File: src/rtl/l2_in_arbiter.sv
// L2 input arbiter: strict priority rsp > fwd > flush > cpu into a one-entry grant slot; optional CPU anti-starvation under L2_ARB_ANTISTARVE_EN.
// Accept-to-grant_valid is 1 cycle; *_ready are combinational and drop while the slot is held and grant_ready is low.
module l2_in_arbiter #(
  parameter int STARVE_MAX = 15
) (
  input  logic       clk,
  input  logic       rst,
  input  logic       rsp_in_valid,
  input  logic       fwd_in_valid,
  input  logic       flush_valid,
  input  logic       cpu_req_valid,
  input  logic       fwd_stall,
  input  logic       cpu_req_conflict,
  input  logic       mshr_full,
  input  logic       flush_done,
  output logic       rsp_in_ready,
  output logic       fwd_in_ready,
  output logic       flush_ready,
  output logic       cpu_req_ready,
  output logic       grant_valid,
  output logic [1:0] grant_src,
  input  logic       grant_ready,
  output logic       flush_active
);

  localparam logic [0:0] ST_IDLE  = 1'b0;
  localparam logic [0:0] ST_FLUSH = 1'b1;

  logic [0:0] state;
  logic       slot_free;
  logic       rsp_el, fwd_el, flush_el, cpu_el;
  logic       boost;
  logic       rsp_win, fwd_win, flush_win, cpu_win, accept;
  logic [1:0] win_src;

  assign flush_active = (state == ST_FLUSH);
  assign slot_free    = !grant_valid || grant_ready;

  assign rsp_el   = rsp_in_valid;
  assign fwd_el   = fwd_in_valid && !fwd_stall;
  assign flush_el = flush_valid && !mshr_full && !flush_active;
  assign cpu_el   = cpu_req_valid && !cpu_req_conflict && !mshr_full && !flush_active;

  // A boosted CPU request jumps fwd and flush but responses always drain first.
  assign rsp_win   = rst && slot_free && rsp_el;
  assign fwd_win   = rst && slot_free && fwd_el && !rsp_el && !(boost && cpu_el);
  assign flush_win = rst && slot_free && flush_el && !rsp_el && !fwd_el && !(boost && cpu_el);
  assign cpu_win   = rst && slot_free && cpu_el && !rsp_el && (boost || (!fwd_el && !flush_el));
  assign accept    = rsp_win || fwd_win || flush_win || cpu_win;

  assign rsp_in_ready  = rsp_win;
  assign fwd_in_ready  = fwd_win;
  assign flush_ready   = flush_win;
  assign cpu_req_ready = cpu_win;

  always_comb begin
    win_src = 2'd0;
    if (fwd_win)   win_src = 2'd1;
    if (flush_win) win_src = 2'd2;
    if (cpu_win)   win_src = 2'd3;
  end

`ifdef L2_ARB_ANTISTARVE_EN
  localparam int CW = $clog2(STARVE_MAX + 1);
  logic [CW-1:0] starve_cnt;

  assign boost = (starve_cnt == CW'(STARVE_MAX));

  always_ff @(posedge clk or negedge rst) begin
    if (!rst) begin
      starve_cnt <= '0;
    end else if (!cpu_el || cpu_win) begin
      starve_cnt <= '0;
    end else if (slot_free && (starve_cnt != CW'(STARVE_MAX))) begin
      starve_cnt <= starve_cnt + 1'b1;
    end
  end
`else
  assign boost = 1'b0;
`endif

  always_ff @(posedge clk or negedge rst) begin
    if (!rst) begin
      grant_valid <= 1'b0;
      grant_src   <= 2'd0;
    end else if (accept) begin
      grant_valid <= 1'b1;
      grant_src   <= win_src;
    end else if (grant_ready) begin
      grant_valid <= 1'b0;
    end
  end

  // flush_done seen while idle falls through the default hold.
  always_ff @(posedge clk or negedge rst) begin
    if (!rst) begin
      state <= ST_IDLE;
    end else begin
      case (state)
        ST_IDLE:  if (flush_win) state <= ST_FLUSH;
        ST_FLUSH: if (flush_done) state <= ST_IDLE;
        default:  state <= ST_IDLE;
      endcase
    end
  end

endmodule

File: config.mk
export PLATFORM = sky130hd
export DESIGN_NAME = l2_in_arbiter
export DESIGN_NICKNAME = d
export VERILOG_FILES = /design/src/rtl/l2_in_arbiter.sv
export SDC_FILE = /design/constraint.sdc
export NUM_CORES = 1
export LEC_CHECK = 0
export ABC_AREA = 1
export CORE_AREA = 2 2 39 41
export CTS_CLUSTER_DIAMETER = 100
export CTS_CLUSTER_SIZE = 28
export DETAILED_ROUTE_END_ITERATION = 6
export DIE_AREA = 0 0 41 43
export PLACE_DENSITY = 0.59
export SETUP_SLACK_MARGIN = 0.15
export SKIP_LAST_GASP = 1
export SLEW_MARGIN = 30
export SYNTH_ARGS = -nofsm -noshare
export SYNTH_HDL_FRONTEND = slang
export SYNTH_SLANG_ARGS = --single-unit
File: constraint.sdc
create_clock -name clk -period 1.9 [get_ports clk]
set_input_delay 0.19 -clock clk [delete_from_list [all_inputs] [get_ports clk]]
set_output_delay 0.19 -clock clk [all_outputs]
set_load 0.01 [all_outputs]
==> results of run 1 <==
Yosys cell counts:
cell and number:
nor2_2 3, a21oi_1 1, inv_2 1, nor2_1 4, nand2_1 7, dfrtp_1 4
nand3_2 1, nand4_1 1, nand2_2 4, nand3_1 3, o21ai_1 1, o21ai_2 1
inv_1 7
power by group through the flow:
stage | Clock, mW | Sequential, mW | Combinational, mW
after floorplan | 0 | 0.108 | 0.0333
after global placement | 0 | 0.103 | 0.0921
after detailed placement | 0 | 0.103 | 0.0926
after CTS | 0.111 | 0.102 | 0.0923
after global routing | 0.117 | 0.103 | 0.101
final | 0.107 | 0.102 | 0.0914
layer usage:
layer,share of wire [%],global-route usage (%)
met1,43,10.0
met2,44,11.9
met3,13,7.85
met4,0,4.00
met5,0,0
critical path, cell delays in order:
cell and delay [ns]:
clkdlybuf4s50_1 0.45, inv_1 0.04, nand2_2 0.06, nand2_2 0.09, nor2_1 0.09, clkdlybuf4s50_1 0.53
per-stage QoR:
step	instances	total power [mW]	worst slack [ns]	hold WS [ns]
after global placement	74	0.195	0.0604	0.504
after floorplan	38	0.141	0.819	-0.106
after global routing	77	0.321	0.169	0.275
after detailed placement	74	0.196	0.0450	0.503
after CTS	77	0.306	0.172	0.270
final	77	0.300	0.239	0.272
what timing repair did:
item | CTS | global route
pin swaps | 1 | 0
resized for setup | 2 | 2
endpoints found under the setup margin | 2 | 1
kinds of logic after synthesis:
family | synth area share (%)
simple gates | 43.9
buf+inv | 11.3
compound gates | 7.07
flops | 37.7
sequential cells by signal, summed over array words and instances, names as in the netlist:
signal / count
flush_active: 1
grant_src: 2
grant_valid: 1
cells in the final DEF, fill, tap and decap left out, types with 2 or more instances in the layout:
cell / Yosys / final
buf_4: 0 / 2
clkbuf_4: 0 / 3
clkdlybuf4s50_1: 0 / 15
dfrtp_1: 4 / 4
dlygate4sd2_1: 0 / 2
inv_1: 7 / 7
nand2_1: 7 / 7
nand2_2: 4 / 4
nand3_1: 3 / 3
nor2_1: 4 / 3
nor2_2: 3 / 4
final timing paths:
check / startpoint / endpoint / slack, ns / depth (start not counted)
worst min-delay path: rst / grant_src[0] / 0.27 / 2
worst max register to register: flush_active / grant_src[0] / 0.75 / 7
worst min register to register: grant_src[1] / grant_src[1] / 0.51 / 2
max in group asynchronous: rst / flush_active / 1.53 / 2
min in group clk: flush_done / flush_active / 0.50 / 2
worst max-delay path: grant_ready / rsp_in_ready / 0.24 / 6
cell type report:
class	count	area (um2)	share of cell area (%)
Clock buffer	3	22.5	4.46
Inverter	8	30.0	5.94
Multi-Input combinational cell	26	138	27.2
Sequential cell	4	100	19.8
Tap cell	16	20.0	3.96
Timing Repair Buffer	20	195	38.6
==> results.toml, run 1 <==
[drt]
drt_pass1_iterations = 4
route.detailed.drc = 0
initialDrtViolationCount = 3
drt-wirelength-per-cell_um = 8.21
totalWireLength_um = 632
via_per_inst = 4.03
vias = 310
antenna_left = 0

[die]
die_y_um = 43
coreArea_um2 = 1380
die_area_um2 = 1760
die_x_um = 41
fp-row-count = 14
ios = 19
floorplan.initialDensity_pct = 19.2

[worst_hold_path]
hold_class = "input pin to asynchronous set/reset pin"

[cts]
cts_buffers = 3
cts_max_level = 1
clkSinkCount = 4
cts.path.max_buffers = 2
hold_buffers = 0
cts_tree = "done"
root_buffer = "clkbuf_4"
clkTransAtPathRegs_ns = 0.04
post_cts_buffers = 0
clock_latency_ns = 0.24

[timing]
worst_pin_slew_ns = 0.171
layout_min_cycle_time_ns = 1.66
fmax_mhz = 602
max_slew_margin_pct = 88.6
slew_violations = 0
rsz0062_at_grt = "false"
finalSetupViolations = 0
skew_ns = 0.000654
setup_tns_ns = 0
hold_viol_final = 0
min_period_over_period_pct = 87.4

[global_route]
grtUsageTotal_pct = 9.05
grt_start_max_net_pins = 5
gr-total-overflow = 0
grt_first_pass_wirelength_um = 1010
grt_pass1_vias = 265
antenna_found_initial = 0

[placed_design]
port_buffers = 18
placed_cell_area_um2 = 480
hpwlAfterDp_um = 520
place.gp.congestion = 0.788

[pwr]
p_sw_share_pct = 26.9
p_per_area_nw_per_um2 = 594
seq_power_share_pct = 34.0
p_clk_share_pct = 35.6
comb_power_share_pct = 30.5
switchingPower_mw = 0.0808
power.leakage_nw = 0.276
peakVddDrop_v = 0.000289
internal-power_mw = 0.219

[worst_setup_path]
startpoint_type = "input pin"
cp.arrival_ns = 1.47
end_kind = "output pin"
worstPathRequired_ns = 1.71
crit_fanout = 4
criticalPathCategory = "input pin to output pin"

[logic_synthesis]
syn-num-nets = 49
synthesis.area_um2 = 265
syn_area_per_cell_um2 = 6.98
synthCells = 38
synthTopCellsByArea = "dfrtp_1 (38%), inv_1 (9.9%), nand2_1 (9.9%)"
synth.top_cell.area_share_pct = 37.7
synth-seq-cells = 4
synth_warnings = 0
seq_area_frac_synth_pct = 37.7
yosys.area.top_type = "dfrtp_1"
synth_cell_types = 13

[final_layout]
finalInstanceArea_um2 = 505
drive_gt1_share_pct = 26.2
final_nets = 74
fill_cells = 147
area_growth_pct = 90.6
num_antenna_cells = 0
postLayoutCoreUtil_pct = 36.5

[run_status]
status = "finished, final reports clean"

[flow_run]
drv_cap = 0
No activity file was read; power rests on OpenSTA's default activity.
==> run 2, diff against run 1 <==
--- a/config.mk
+++ b/config.mk
@@ -18,3 +18,4 @@
 export SYNTH_ARGS = -nofsm -noshare
 export SYNTH_HDL_FRONTEND = slang
 export SYNTH_SLANG_ARGS = --single-unit
+export TNS_END_PERCENT = 50
==> run 2 against run 1 <==
Global-route usage is the same; core utilization up 0.27 points; largest cell class unchanged; design area is 0.74% higher; final cell count unchanged; critical path type unchanged.
==> results.toml, run 2 (synthesis gave the netlist of run 1 again) <==
[timing]
rsz0062_at_grt = "true"
slew_violations = 0
layout_min_cycle_time_ns = 1.73
fmax_mhz = 580
max_slew_margin_pct = 85.5
skew_ns = 0.000654
worst_pin_slew_ns = 0.218
finalSetupViolations = 0
min_period_over_period_pct = 90.8
fin_ws_ns = 0.175
setup_tns_ns = 0
hold_viol_final = 0
timing.hold.ws_ns = 0.272

[pwr]
p_per_area_nw_per_um2 = 592
p_clk_share_pct = 35.4
p_sw_share_pct = 27.0
power.leakage_nw = 0.273
seq_power_share_pct = 33.8
internal-power_mw = 0.220
power_mw = 0.302
comb_power_share_pct = 30.8
switchingPower_mw = 0.0814
peakVddDrop_v = 0.000290

[worst_setup_path]
reg2reg_to = "grant_src[0]"
startpoint_type = "input pin"
worstPathRequired_ns = 1.71
slowest_stage = "clkdlybuf4s50_1"
reg2reg_slack_ns = 0.75
end_kind = "output pin"
worstPathCellList = "clkdlybuf4s50_1, inv_1, nand2_2, nand2_2, nor2_1, clkdlybuf4s50_1"
cp.arrival_ns = 1.54
cp_top_family = "buffers and inverters"
criticalPathCategory = "input pin to output pin"
reg2reg_depth = 7
cpPeakStageDelay_ns = 0.55
worst-path-buf-inv = 3
crit_fanout = 4
rr_startpoint = "flush_active"

[global_route]
grtUsageTotal_pct = 9.05
grt_start_max_net_pins = 5
grt_pass1_vias = 265
grt_first_pass_wirelength_um = 1010
antenna_found_initial = 0
gr-total-overflow = 0

[final_layout]
final_cell_mix = "clkdlybuf4s50_1 (16), inv_1 (7), nand2_1 (7)"
multiInputGateArea_um2 = 140
fill_cells = 146
final_common_cell = "clkdlybuf4s50_1"
num_antenna_cells = 0
area_growth_pct = 92.0
drive_gt1_share_pct = 24.6
top_register = "grant_src"
largest_reg_flops = 2
final_nets = 74
seqCellArea_um2 = 100

[drt]
drt_pass1_iterations = 4
vias = 315
route.detailed.drc = 0
antenna_left = 0
via_per_inst = 4.09
totalWireLength_um = 625
initialDrtViolationCount = 4
drt-wirelength-per-cell_um = 8.12

[die]
fp-row-count = 14
coreArea_um2 = 1380
die_x_um = 41
ios = 19
floorplan.initialDensity_pct = 19.2
die_y_um = 43
die_area_um2 = 1760

[cts]
root_buffer = "clkbuf_4"
cts.path.max_buffers = 2
cts_max_level = 1
clkSinkCount = 4
cts_buffers = 3
hold_buffers = 0
clkTransAtPathRegs_ns = 0.04
cts_tree = "done"
post_cts_buffers = 0
clock_latency_ns = 0.24

[worst_hold_path]
hold_class = "input pin to asynchronous set/reset pin"

[placed_design]
dp_worst_setup_slack_ns = 0.0450
port_buffers = 18
place.gp.congestion = 0.788
hpwlAfterDp_um = 520

[run_status]
status = "finished, final reports clean"

[flow_run]
drv_cap = 0
[run 2: changes by cell type in the layout (fill, tap and decap cells not counted)]
cell             before  now
clkdlybuf4s50_1      15   16
dlygate4sd2_1         2    1
nor2_2                4    2
nor2_4                0    1
nor2_1                3    4
[run 2: power groups by stage]
| stage | Clock [mW] | Combinational [mW] | Sequential [mW] |
|---|---|---|---|
| CTS | 0.111 | 0.0925 | 0.102 |
| detailed placement | 0 | 0.0926 | 0.103 |
| floorplan | 0 | 0.0333 | 0.108 |
| global placement | 0 | 0.0921 | 0.103 |
| global route | 0.117 | 0.103 | 0.103 |
| finish | 0.107 | 0.0930 | 0.102 |
[run 2: how the worst max path moves through the flow]
stage                  from             to  slack (ns)  depth (start not counted)
2_1_floorplan  flush_active  cpu_req_ready        0.82                          5
3_3_place_gp      mshr_full    flush_ready        0.06                          7
3_5_place_dp    grant_ready    flush_ready        0.04                          8
4_1_cts         grant_ready  cpu_req_ready        0.09                          8
5_1_grt         grant_ready   fwd_in_ready        0.07                          6
6_report        grant_ready   fwd_in_ready        0.17                          6
[run 2: per-layer routing]
metal	vias to the layer above	global-route usage (%)	wire length (um)
met4	0	4.00	0
li1	165	-	-
met1	136	10.0	268
met5	-	0	0
met2	14	11.9	276
met3	0	7.85	81
[run 2: final cells by class]
| class | count | area share (%) |
|---|---|---|
| Timing Repair Buffer | 20 | 38.6 |
| Multi-Input combinational cell | 26 | 27.5 |
| Sequential cell | 4 | 19.7 |
| Inverter | 8 | 5.90 |
| Clock buffer | 3 | 4.42 |
| Tap cell | 16 | 3.93 |
[run 2: repair_timing]
item	4_1_cts	5_1_grt
gates cloned	0	0
pin swaps	1	0
endpoints found under the setup margin	2	2
resized for setup	1	2
[run 2: stage by stage]
stage          utilization (%)  cell area, um2  cells
2_1_floorplan                -             265     38
3_3_place_gp              34.7             480     74
3_5_place_dp              34.7             480     74
4_1_cts                   36.3             502     77
5_1_grt                   36.8             509     77
6_report                  36.8             509     77
[run 2: worst reg2reg max path: stages (launching register included)]
cell and delay, ns:
dfrtp_1 0.41, nor2_1 0.11, nand2_1 0.07, nor2_2 0.14
nand2_2 0.07, buf_4 0.14, nand3_2 0.07, nand2_2 0.04
==> run 3, diff against run 2 <==
==> constraint.sdc (replaced) <==
create_clock -name clk -period 1.9 [get_ports clk]
set_input_delay 0.57 -clock clk [delete_from_list [all_inputs] [get_ports clk]]
set_output_delay 0.57 -clock clk [all_outputs]
set_load 0.01 [all_outputs]
==> run 3 against run 2 <==
First-iteration DRC count rose by 50%; total power rose by 9.0%; sequential cell count did not move; largest cell class unchanged; critical path depth fell by 1; fmax fell by 3.0%; global-route usage rose by 3.8 points; design area rose by 33%; setup slack got worse by 0.053 ns; critical endpoint unchanged; register-to-register slack got worse by 0.54 ns.
==> results.toml, run 3 (synthesis gave the netlist of run 1 again) <==
[die]
floorplan.initialDensity_pct = 19.2
die_x_um = 41
die_area_um2 = 1760
die_y_um = 43
coreArea_um2 = 1380
ios = 19
fp-row-count = 14

[cts]
clkSinkCount = 4
clkTransAtPathRegs_ns = 0.04
root_buffer = "clkbuf_4"
cts.path.max_buffers = 2
cts_buffers = 3
clock_latency_ns = 0.23
hold_buffers = 0
cts_tree = "done"
cts_max_level = 1

[placed_design]
port_buffers = 18
hpwlAfterDp_um = 561
place.gp.congestion = 0.778
placed_cell_area_um2 = 533

[global_route]
grtUsageTotal_pct = 12.9
gr-total-overflow = 0
grt_pass1_vias = 360
grt_first_pass_wirelength_um = 1470
antenna_found_initial = 0
grt_start_max_net_pins = 5

[final_layout]
top_register = "grant_src"
num_antenna_cells = 0
final_common_cell = "buf_4"
largest_reg_flops = 2
finalInstanceArea_um2 = 676
area_growth_pct = 155
final_cell_mix = "buf_4 (18), buf_2 (10), nand2_2 (7)"
final_nets = 95
drive_gt1_share_pct = 73.2

[drt]
drt-wirelength-per-cell_um = 9.41
drt_pass1_iterations = 4
totalWireLength_um = 922
initialDrtViolationCount = 6
vias = 399
antenna_left = 0
via_per_inst = 4.07
route.detailed.drc = 0

[worst_setup_path]
crit_fanout = 4
cp.arrival_ns = 1.21
worstPathRequired_ns = 1.33
criticalPathCategory = "input pin to output pin"
end_kind = "output pin"
startpoint_type = "input pin"

[pwr]
power.leakage_nw = 0.376
switchingPower_mw = 0.0939
peakVddDrop_v = 0.000434
p_sw_share_pct = 28.6
seq_power_share_pct = 31.5
power_mw = 0.329
comb_power_share_pct = 36.9
p_per_area_nw_per_um2 = 487
internal-power_mw = 0.235
p_clk_share_pct = 31.5

[worst_hold_path]
hold_class = "input pin to asynchronous set/reset pin"

[timing]
worst_pin_slew_ns = 0.196
rsz0062_at_grt = "true"
layout_min_cycle_time_ns = 1.78
max_slew_margin_pct = 87.0
fmax_mhz = 562
hold_viol_final = 0
slew_violations = 0
finalSetupViolations = 0
min_period_over_period_pct = 93.6
skew_ns = 0.00376

[flow_run]
drv_cap = 0

[run_status]
status = "finished, final reports clean"
run 3: cell count changes in the layout (fill, tap and decap cells not counted), moves of 2 or more:
cell,change
buf_2,+10
buf_4,+16
buf_6,+6
clkdlybuf4s50_1,-12
inv_1,-3
inv_2,+3
nand2_1,-4
nand2_2,+3
nor2_1,-3
nor2_4,+2
run 3: routing by layer:
metal,global-route usage [%],part of all wire [%],vias up
li1,-,-,205
met1,16.8,38,173
met2,17.2,50,19
met3,9.42,9.8,2
met4,2.00,1.6,0
met5,0,0,-
run 3: worst paths after layout:
path / from / end / slack [ns] / cells after the start
max in group asynchronous: rst / flush_active / 1.53 / 2
worst max register to register: flush_active / grant_src[0] / 0.21 / 12
worst max-delay path: rsp_in_valid / fwd_in_ready / 0.12 / 5
worst min register to register: grant_src[0] / grant_src[0] / 0.51 / 2
min in group clk: grant_src[0] / grant_src[0] / 0.51 / 2
worst min-delay path: rst / grant_valid / 0.27 / 2
run 3: layout make-up:
| type | count | area, um2 |
|---|---|---|
| Tap cell | 16 | 20.0 |
| Fill cell | 141 | 708 |
| Multi-Input combinational cell | 26 | 181 |
| Inverter | 8 | 30.0 |
| Timing Repair Buffer | 41 | 322 |
| Sequential cell | 4 | 100 |
| Clock buffer | 3 | 22.5 |
run 3: worst max-delay path: stages:
cell             delay [ns]
buf_2                  0.11
inv_2                  0.07
nand3_1                0.09
nor2_2                 0.13
clkdlybuf4s15_2        0.23
run 3: timing repair:
item,CTS,global route
gates resized for setup,61,8
buffers inserted,14,0
endpoints found under the setup margin,5,8
pin swaps,12,4
run 3: power by group through the flow:
| stage | clock (mW) | combinational, mW | sequential, mW |
|---|---|---|---|
| 5_1_grt | 0.118 | 0.131 | 0.104 |
| 3_3_place_gp | 0 | 0.106 | 0.103 |
| 3_5_place_dp | 0 | 0.106 | 0.104 |
| 4_1_cts | 0.111 | 0.118 | 0.103 |
| 2_1_floorplan | 0 | 0.0333 | 0.108 |
| 6_report | 0.104 | 0.121 | 0.104 |
run 3: per-stage QoR:
step	cells	util [%]	TNS, ns	hold slack, ns	setup slack [ns]
global route	98	48.8	0	0.265	0.0776
detailed placement	81	38.5	-2.59	0.499	-0.694
floorplan	38	-	0	0.274	0.290
CTS	98	47.4	0	0.348	0.105
finish	98	48.8	0	0.272	0.122
global placement	81	38.5	-2.58	0.508	-0.679
